<file path="config.mk">
export PLATFORM = sky130hd
export DESIGN_NAME = turn_datapath_flat
export DESIGN_NICKNAME = d
export VERILOG_FILES = /design/src/rtl/gobang_pkg.sv /design/src/rtl/turn_datapath_if.sv /design/src/rtl/board_regs.sv /design/src/rtl/turn_datapath.sv /design/src/flat_wrapper.sv
export SDC_FILE = /design/constraint.sdc
export NUM_CORES = 1
export LEC_CHECK = 0
export BUFFER_PORTS_ARGS = -buffer_cell sky130_fd_sc_hd__buf_4
export CAP_MARGIN = 20
export CORE_ASPECT_RATIO = 1.4
export CORE_UTILIZATION = 35
export CTS_CLUSTER_SIZE = 14
export DETAILED_ROUTE_END_ITERATION = 12
export PLACE_DENSITY = 0.56
export SLEW_MARGIN = 20
export SYNTH_ARGS = -nofsm -noshare
export SYNTH_HDL_FRONTEND = slang
export SYNTH_HIERARCHICAL = 1
export SYNTH_SLANG_ARGS = --single-unit
</file>
<file path="constraint.sdc">
create_clock -name clock -period 5 [get_ports clock]
set_input_delay 0.75 -clock clock [delete_from_list [all_inputs] [get_ports clock]]
set_output_delay 0.75 -clock clock [all_outputs]
set_load 0.005 [all_outputs]
</file>
<file path="src/rtl/gobang_pkg.sv">
// Shared board geometry, cell encodings and index helpers for the gobang turn datapath.
package gobang_pkg;

  localparam int unsigned BOARD_SIZE = 15;
  localparam int unsigned CENTER     = 7;
  localparam int unsigned MAX_STONES = 225;
  localparam int unsigned NUM_CELLS  = BOARD_SIZE * BOARD_SIZE;

  typedef logic [1:0] cell_t;
  typedef logic [3:0] coord_t;
  typedef logic [7:0] cell_idx_t;
  typedef logic [7:0] count_t;

  localparam cell_t EMPTY = 2'b00;
  localparam cell_t BLACK = 2'b01;
  localparam cell_t WHITE = 2'b10;

  localparam coord_t    COORD_MAX  = coord_t'(BOARD_SIZE - 1);
  localparam coord_t    COORD_CTR  = coord_t'(CENTER);
  localparam cell_idx_t LAST_IDX   = cell_idx_t'(NUM_CELLS - 1);
  localparam count_t    FULL_COUNT = count_t'(MAX_STONES);

  // Row-major linear index of a board coordinate.
  function automatic cell_idx_t cell_idx(coord_t x, coord_t y);
    return cell_idx_t'(y) * cell_idx_t'(BOARD_SIZE) + cell_idx_t'(x);
  endfunction

  function automatic logic coord_ok(coord_t c);
    return c <= COORD_MAX;
  endfunction

endpackage

</file>
<file path="src/rtl/turn_datapath_if.sv">
// Handshake bundle between the game FSM / display and the turn datapath.
interface turn_datapath_if;
  import gobang_pkg::*;

  logic   change_able_read;
  logic   change_turn;
  logic   control_set;
  logic   put;
  logic   move_up;
  logic   move_down;
  logic   move_left;
  logic   move_right;
  coord_t rd_x;
  coord_t rd_y;
  cell_t  rd_cell;
  coord_t pointer_x;
  coord_t pointer_y;
  logic   player;
  logic   legal;
  count_t stone_count;
  logic   board_full;

  // Game FSM / display side.
  modport master (
    output change_able_read, change_turn, control_set, put,
    output move_up, move_down, move_left, move_right, rd_x, rd_y,
    input  rd_cell, pointer_x, pointer_y, player, legal, stone_count, board_full
  );

  // Datapath side.
  modport slave (
    input  change_able_read, change_turn, control_set, put,
    input  move_up, move_down, move_left, move_right, rd_x, rd_y,
    output rd_cell, pointer_x, pointer_y, player, legal, stone_count, board_full
  );

endinterface

</file>
<file path="src/rtl/board_regs.sv">
// 15x15 board register file: one synchronous write port, two combinational read ports.
module board_regs
  import gobang_pkg::*;
(
  input  logic      clk_i,
  input  logic      rst_ni,
  input  logic      we_i,
  input  cell_idx_t waddr_i,
  input  cell_t     wdata_i,
  input  cell_idx_t raddr_a_i,
  output cell_t     rdata_a_o,
  input  cell_idx_t raddr_b_i,
  output cell_t     rdata_b_o
);

  cell_t mem_q [NUM_CELLS];

  // Cell storage; whole board clears on reset, single cell written per commit.
  always_ff @(posedge clk_i or negedge rst_ni) begin
    if (!rst_ni) begin
      for (int unsigned i = 0; i < NUM_CELLS; i++) begin
        mem_q[i] <= EMPTY;
      end
    end else if (we_i && (waddr_i <= LAST_IDX)) begin
      mem_q[waddr_i] <= wdata_i;
    end
  end

  // Out-of-range addresses read as empty rather than indexing past the array.
  always_comb begin
    rdata_a_o = EMPTY;
    rdata_b_o = EMPTY;
    if (raddr_a_i <= LAST_IDX) rdata_a_o = mem_q[raddr_a_i];
    if (raddr_b_i <= LAST_IDX) rdata_b_o = mem_q[raddr_b_i];
  end

endmodule

</file>
<file path="src/rtl/turn_datapath.sv">
// Turn datapath: pointer counters, legality latch, side-to-move flop, stone counter.
module turn_datapath
  import gobang_pkg::*;
(
  input  logic          clock,
  input  logic          resetn,
  turn_datapath_if.slave dp_io
);

  coord_t ptr_x_q, ptr_x_d;
  coord_t ptr_y_q, ptr_y_d;
  logic   player_q, player_d;
  logic   legal_q, legal_d;
  count_t count_q, count_d;

  logic      board_full;
  logic      commit;
  logic      move_en;
  logic      rd_ok;
  cell_t     ptr_cell;
  cell_t     rd_raw;
  cell_t     wdata;
  cell_idx_t ptr_idx;
  cell_idx_t rd_idx;

  assign board_full = (count_q == FULL_COUNT);
  assign commit     = dp_io.change_turn & legal_q & ~board_full;
  // A put in the same cycle freezes the pointer so legality refers to the pre-move cell.
  assign move_en    = dp_io.change_able_read & ~dp_io.put;
  assign ptr_idx    = cell_idx(ptr_x_q, ptr_y_q);
  assign rd_ok      = coord_ok(dp_io.rd_x) & coord_ok(dp_io.rd_y);
  assign rd_idx     = rd_ok ? cell_idx(dp_io.rd_x, dp_io.rd_y) : '0;
  assign wdata      = player_q ? WHITE : BLACK;

  board_regs u_board (
    .clk_i     (clock),
    .rst_ni    (resetn),
    .we_i      (commit),
    .waddr_i   (ptr_idx),
    .wdata_i   (wdata),
    .raddr_a_i (ptr_idx),
    .rdata_a_o (ptr_cell),
    .raddr_b_i (rd_idx),
    .rdata_b_o (rd_raw)
  );

  // Next-state for legality, turn commit and pointer movement.
  always_comb begin
    ptr_x_d  = ptr_x_q;
    ptr_y_d  = ptr_y_q;
    player_d = player_q;
    legal_d  = legal_q;
    count_d  = count_q;

    if (dp_io.change_turn) begin
      legal_d = 1'b0;
      if (commit) begin
        player_d = ~player_q;
        count_d  = count_q + 8'd1;
      end
    end else if (dp_io.change_able_read && dp_io.put) begin
      legal_d = (ptr_cell == EMPTY) & ~board_full;
    end

    if (dp_io.control_set) begin
      ptr_x_d = COORD_CTR;
      ptr_y_d = COORD_CTR;
    end else if (move_en) begin
      if (dp_io.move_right && !dp_io.move_left && (ptr_x_q != COORD_MAX)) begin
        ptr_x_d = ptr_x_q + 4'd1;
      end else if (dp_io.move_left && !dp_io.move_right && (ptr_x_q != '0)) begin
        ptr_x_d = ptr_x_q - 4'd1;
      end
      if (dp_io.move_down && !dp_io.move_up && (ptr_y_q != COORD_MAX)) begin
        ptr_y_d = ptr_y_q + 4'd1;
      end else if (dp_io.move_up && !dp_io.move_down && (ptr_y_q != '0)) begin
        ptr_y_d = ptr_y_q - 4'd1;
      end
    end
  end

  // State registers.
  always_ff @(posedge clock or negedge resetn) begin
    if (!resetn) begin
      ptr_x_q  <= COORD_CTR;
      ptr_y_q  <= COORD_CTR;
      player_q <= 1'b0;
      legal_q  <= 1'b0;
      count_q  <= '0;
    end else begin
      ptr_x_q  <= ptr_x_d;
      ptr_y_q  <= ptr_y_d;
      player_q <= player_d;
      legal_q  <= legal_d;
      count_q  <= count_d;
    end
  end

  // Outputs.
  always_comb begin
    dp_io.rd_cell     = rd_ok ? rd_raw : EMPTY;
    dp_io.pointer_x   = ptr_x_q;
    dp_io.pointer_y   = ptr_y_q;
    dp_io.player      = player_q;
    dp_io.legal       = legal_q;
    dp_io.stone_count = count_q;
    dp_io.board_full  = board_full;
  end

endmodule

</file>
<file path="src/flat_wrapper.sv">
// flat-port wrapper written by rule: the top's interface ports become plain ports
module turn_datapath_flat import gobang_pkg::*;
  (clock, resetn, dp_io_change_able_read, dp_io_change_turn, dp_io_control_set, dp_io_put, dp_io_move_up, dp_io_move_down, dp_io_move_left, dp_io_move_right, dp_io_rd_x, dp_io_rd_y, dp_io_rd_cell, dp_io_pointer_x, dp_io_pointer_y, dp_io_player, dp_io_legal, dp_io_stone_count, dp_io_board_full);
  turn_datapath_if dp_io_i ();
  input  logic clock;
  input  logic resetn;
  input wire logic [$bits(dp_io_i.change_able_read)-1:0] dp_io_change_able_read;
  input wire logic [$bits(dp_io_i.change_turn)-1:0] dp_io_change_turn;
  input wire logic [$bits(dp_io_i.control_set)-1:0] dp_io_control_set;
  input wire logic [$bits(dp_io_i.put)-1:0] dp_io_put;
  input wire logic [$bits(dp_io_i.move_up)-1:0] dp_io_move_up;
  input wire logic [$bits(dp_io_i.move_down)-1:0] dp_io_move_down;
  input wire logic [$bits(dp_io_i.move_left)-1:0] dp_io_move_left;
  input wire logic [$bits(dp_io_i.move_right)-1:0] dp_io_move_right;
  input wire logic [$bits(dp_io_i.rd_x)-1:0] dp_io_rd_x;
  input wire logic [$bits(dp_io_i.rd_y)-1:0] dp_io_rd_y;
  output wire logic [$bits(dp_io_i.rd_cell)-1:0] dp_io_rd_cell;
  output wire logic [$bits(dp_io_i.pointer_x)-1:0] dp_io_pointer_x;
  output wire logic [$bits(dp_io_i.pointer_y)-1:0] dp_io_pointer_y;
  output wire logic [$bits(dp_io_i.player)-1:0] dp_io_player;
  output wire logic [$bits(dp_io_i.legal)-1:0] dp_io_legal;
  output wire logic [$bits(dp_io_i.stone_count)-1:0] dp_io_stone_count;
  output wire logic [$bits(dp_io_i.board_full)-1:0] dp_io_board_full;
  assign dp_io_i.change_able_read = dp_io_change_able_read;
  assign dp_io_i.change_turn = dp_io_change_turn;
  assign dp_io_i.control_set = dp_io_control_set;
  assign dp_io_i.put = dp_io_put;
  assign dp_io_i.move_up = dp_io_move_up;
  assign dp_io_i.move_down = dp_io_move_down;
  assign dp_io_i.move_left = dp_io_move_left;
  assign dp_io_i.move_right = dp_io_move_right;
  assign dp_io_i.rd_x = dp_io_rd_x;
  assign dp_io_i.rd_y = dp_io_rd_y;
  assign dp_io_rd_cell = dp_io_i.rd_cell;
  assign dp_io_pointer_x = dp_io_i.pointer_x;
  assign dp_io_pointer_y = dp_io_i.pointer_y;
  assign dp_io_player = dp_io_i.player;
  assign dp_io_legal = dp_io_i.legal;
  assign dp_io_stone_count = dp_io_i.stone_count;
  assign dp_io_board_full = dp_io_i.board_full;
  turn_datapath u_core (.clock(clock), .resetn(resetn), .dp_io(dp_io_i));
endmodule
</file>
==> run summary <==
## Clock tree
- clock-pin slew on the worst setup and hold paths: 0.06 ns
- number of sinks handled by clock tree synthesis: 468
- number of buffers created by CTS: 49
- clock tree from TritonCTS: built
- maximum buffer depth of the clock tree: 3
- H-tree Lvls: 2
- clock root buffer: clkbuf_16
- Clk Latency, worst-skew pair: 0.63 ns

## Synthesis
- synthesized area per cell: 12.8 um2
- synthesized-area fraction occupied by adder cells: 3.23%
- number of flops mapped to enable cells by yosys: 0
- post-synthesis share of cell area spent on xor and xnor gates: 0.727%
- top cells by area in the synthesized netlist: dfrtp_1, mux2_2, mux4_2
- fraction of post-synthesis cell area in the top cell type by area: 41.7%
- dominant combinational cell family by area after synthesis: multiplexers
- part of the Yosys area used for sequential elements: 42.3%
- multiplexer area fraction after synthesis: 37.4%
- basic-gate share of the synthesized area counting and, or, nand and nor cells: 6.82%
- share of async-settable or async-resettable flops after synthesis: 100%
- most common flop cell mapped by yosys: dfrtp_1
- total standard cell area after synthesis: 27700 um2
- number of cells produced by synthesis: 2167
- number of nets in the synthesized netlist: 2247
- Ys Warns: 6
- post-synthesis sequential element count: 468
- compound-gate portion of the synthesized area: 5.85%
- synth unique cells: 73
- cell taking the most area after synthesis: dfrtp_1

## Global route
- via count of the first global-routing pass: 21.3k
- overflow left after global routing: 0
- most crowded layer after global routing: met2
- maximum number of pins on one net before global-route repair: 158
- met2 capacity usage during global routing: 40.6%
- global-route track usage on met1: 28.8%
- number of antenna violations at the first check in global routing: 0
- first-pass GRT wire length: 143000 um
- met3 track demand over resource: 3.61%
- overall track demand over capacity in global routing: 24.2%

## Min path
- worst hold path type: input pin to asynchronous set/reset pin

## Floorplan
- Die W: 240 um
- Total Die Area: 80300 um2
- placeable core region: 78100 um2
- Die H: 335 um
- I/O pins: 39
- Rows: 121
- starting utilization of the core area: 35.5%

## Routing
- Iter 0 DRT Violations: 1653
- number of routed nets with antenna violations: 0
- vias after detailed routing: 20.1k
- DR vias/cell: 5.81
- wire length per cell: 27.7 um
- drt total wl: 95700 um
- post-route DRC violation count: 0
- number of detailed-routing iterations run before antenna repair: 5

## Place
- placer's final routability congestion estimate: 1.00
- placed instance count: 3343
- estimated wirelength of the detail-placed design: 68400 um
- IO Port Bufs: 38
- Post-Place Worst Slack: -0.810 ns

## Status
- status: finished, violations left
- failing checks: negative setup slack

## Timing
- final max-slew violation count: 0
- maximum clock skew at final layout: 0.0315 ns
- setup repair after global routing missed its margin: yes
- slew at the pin closest to its max-slew limit: 0.971 ns
- min Tclk post-route: 5.63 ns
- Period Utilization, post-route: 113%
- worst slack on hold paths: 0.201 ns
- # setup viols final: 2
- Hold Fails Final Rpt: 0
- achievable frequency: 0.178 GHz
- Slew Limit Headroom: 35.3%
- setup_tns: -1.22 ns
- crit path setup slack, layout: -0.629 ns

## Pwr
- leakage power figure: 15.0 nW
- maximum vdd drop: 0.324 mV
- pwr/cell area: 493 nW/um2

## Cells and area
- Inserted Diodes: 0
- Syn-to-layout area delta: 21.6%
- proportion of layout cells with a drive suffix above 1: 48.8%
- end-of-flow core utilization: 43.1%
- number of nets in the layout: 2453
- Cell Count, Final, Fillers Out: 3454

## Setup path
- Crit. End Element: primary output
- CP required: 4.25 ns
- Crit path arrival time: 4.88 ns
- Worst Setup Start Kind: input pin
- largest fanout of any net on the critical path: 9
- category of the most critical setup path: input pin to primary output

## Flow run
- max-capacitance violation count: 0

-- metal layers --
layer	wire, um	vias up
met3	4850	255
met1	36900	10600
met4	7180	0
met2	46800	684
li1	-	8544
met5	0	-
-- cell usage in the layout, fill, tap and decap left out, types with 9 or more instances in the layout --
master       n
nor2b_1     18
a211oi_1     9
o21ai_0     10
a21oi_1     27
xnor2_1     10
o221ai_1    28
o22ai_1     11
mux4_1      28
dfrtp_1    461
a211oi_2    14
fa_1        14
mux2i_1    118
nor2_2      42
nor2_1     204
a22oi_1     11
mux2_2     474
nand3_1     14
ha_1        42
clkbuf_16   49
inv_1       34
buf_4      261
buf_12      38
buf_6       18
a22o_1      11
clkbuf_1    10
bufinv_16   10
mux4_2     138
nand2_1     68
-- kinds of logic (layout without fill, tap and decap cells) --
| family | after synthesis | after routing |
|---|---|---|
| mux | 758 | 758 |
| flops | 468 | 468 |
| simple gates | 429 | 430 |
| compound gates | 216 | 216 |
| buf+inv | 211 | 452 |
| fa+ha+maj | 62 | 62 |
| xor+xnor | 23 | 23 |
-- metrics by stage --
stage	area [um2]	total power [mW]
3_5_place_dp	31000	11.5
5_1_grt	33700	17.2
2_1_floorplan	27800	7.92
4_1_cts	33300	16.3
6_report	33700	16.6
3_3_place_gp	31000	11.4
-- final cells by class --
type                       instances  area (um2)
timing repair buffer             324        3030
multi-input combinational       1489       15700
clock buffer                      67        1370
tap                             1045        1310
sequential                       468       11700
clock inverter                    20         364
inverter                          41         165
fill                            7272       44400
-- where the power goes --
part	total [mW]	switching (mW)	leakage, nW	internal, mW
Combinational	8.12	4.71	7.63	3.41
Clock	4.05	1.61	0.857	2.44
Sequential	4.42	0.336	6.50	4.08
-- synth_stat cells (18+ instances only) --
library cell / instances
dfrtp_1: 462
o22ai_1: 18
inv_1: 39
mux2_2: 474
a21oi_1: 31
mux4_1: 28
nand2_1: 70
a211oi_1: 23
o221ai_1: 31
mux4_2: 138
ha_1: 46
nor2b_1: 23
mux2i_1: 118
clkbuf_1: 100
nor2_1: 251
buf_2: 39
-- critical path: stages --
cell and delay (ns):
buf_6 0.10, fa_1 0.59, buf_4 0.12, inv_1 0.04, fa_1 0.50, inv_1 0.07, fa_2 0.52, and2_2 0.34
or3b_4 0.45, buf_6 0.15, buf_4 0.13, o22ai_2 0.08, a211oi_1 0.06, a21oi_1 0.27, a211oi_2 0.11, o31ai_1 0.24
and2_4 0.23, buf_6 0.10
-- flip-flops by register name (all words and copies together) (netlist names) --
register and count:
u_core/dp_io.legal 1, u_core/dp_io.pointer_y 4, u_core/u_board/mem_q 450, u_core/dp_io.stone_count 8, u_core/dp_io.player 1, u_core/dp_io.pointer_x 4
-- worst paths after layout --
kind / slack, ns / to / startpoint / depth (start not counted)
max: -0.63 / dp_io_rd_cell[1] / dp_io_rd_y[0] / 18
min: 0.20 / u_core/u_board/mem_q[65] / resetn / 1
max reg2reg: 0.10 / u_core/dp_io.legal / u_core/dp_io.pointer_y[1] / 18
min reg2reg: 0.52 / u_core/dp_io.stone_count[7] / u_core/dp_io.stone_count[7] / 1
max in group asynchronous: 3.66 / u_core/u_board/mem_q[267] / resetn / 2
min in group clock: 0.31 / u_core/dp_io.pointer_x[3] / dp_io_control_set / 2
-- timing repair --
item	CTS	global route
gates resized for setup	101	83
hold buffers	0	0
pin swaps	41	32
endpoints found under the setup margin	294	414
buffers inserted	19	8
gates cloned	1	0
No activity file was read; power rests on OpenSTA's default activity.
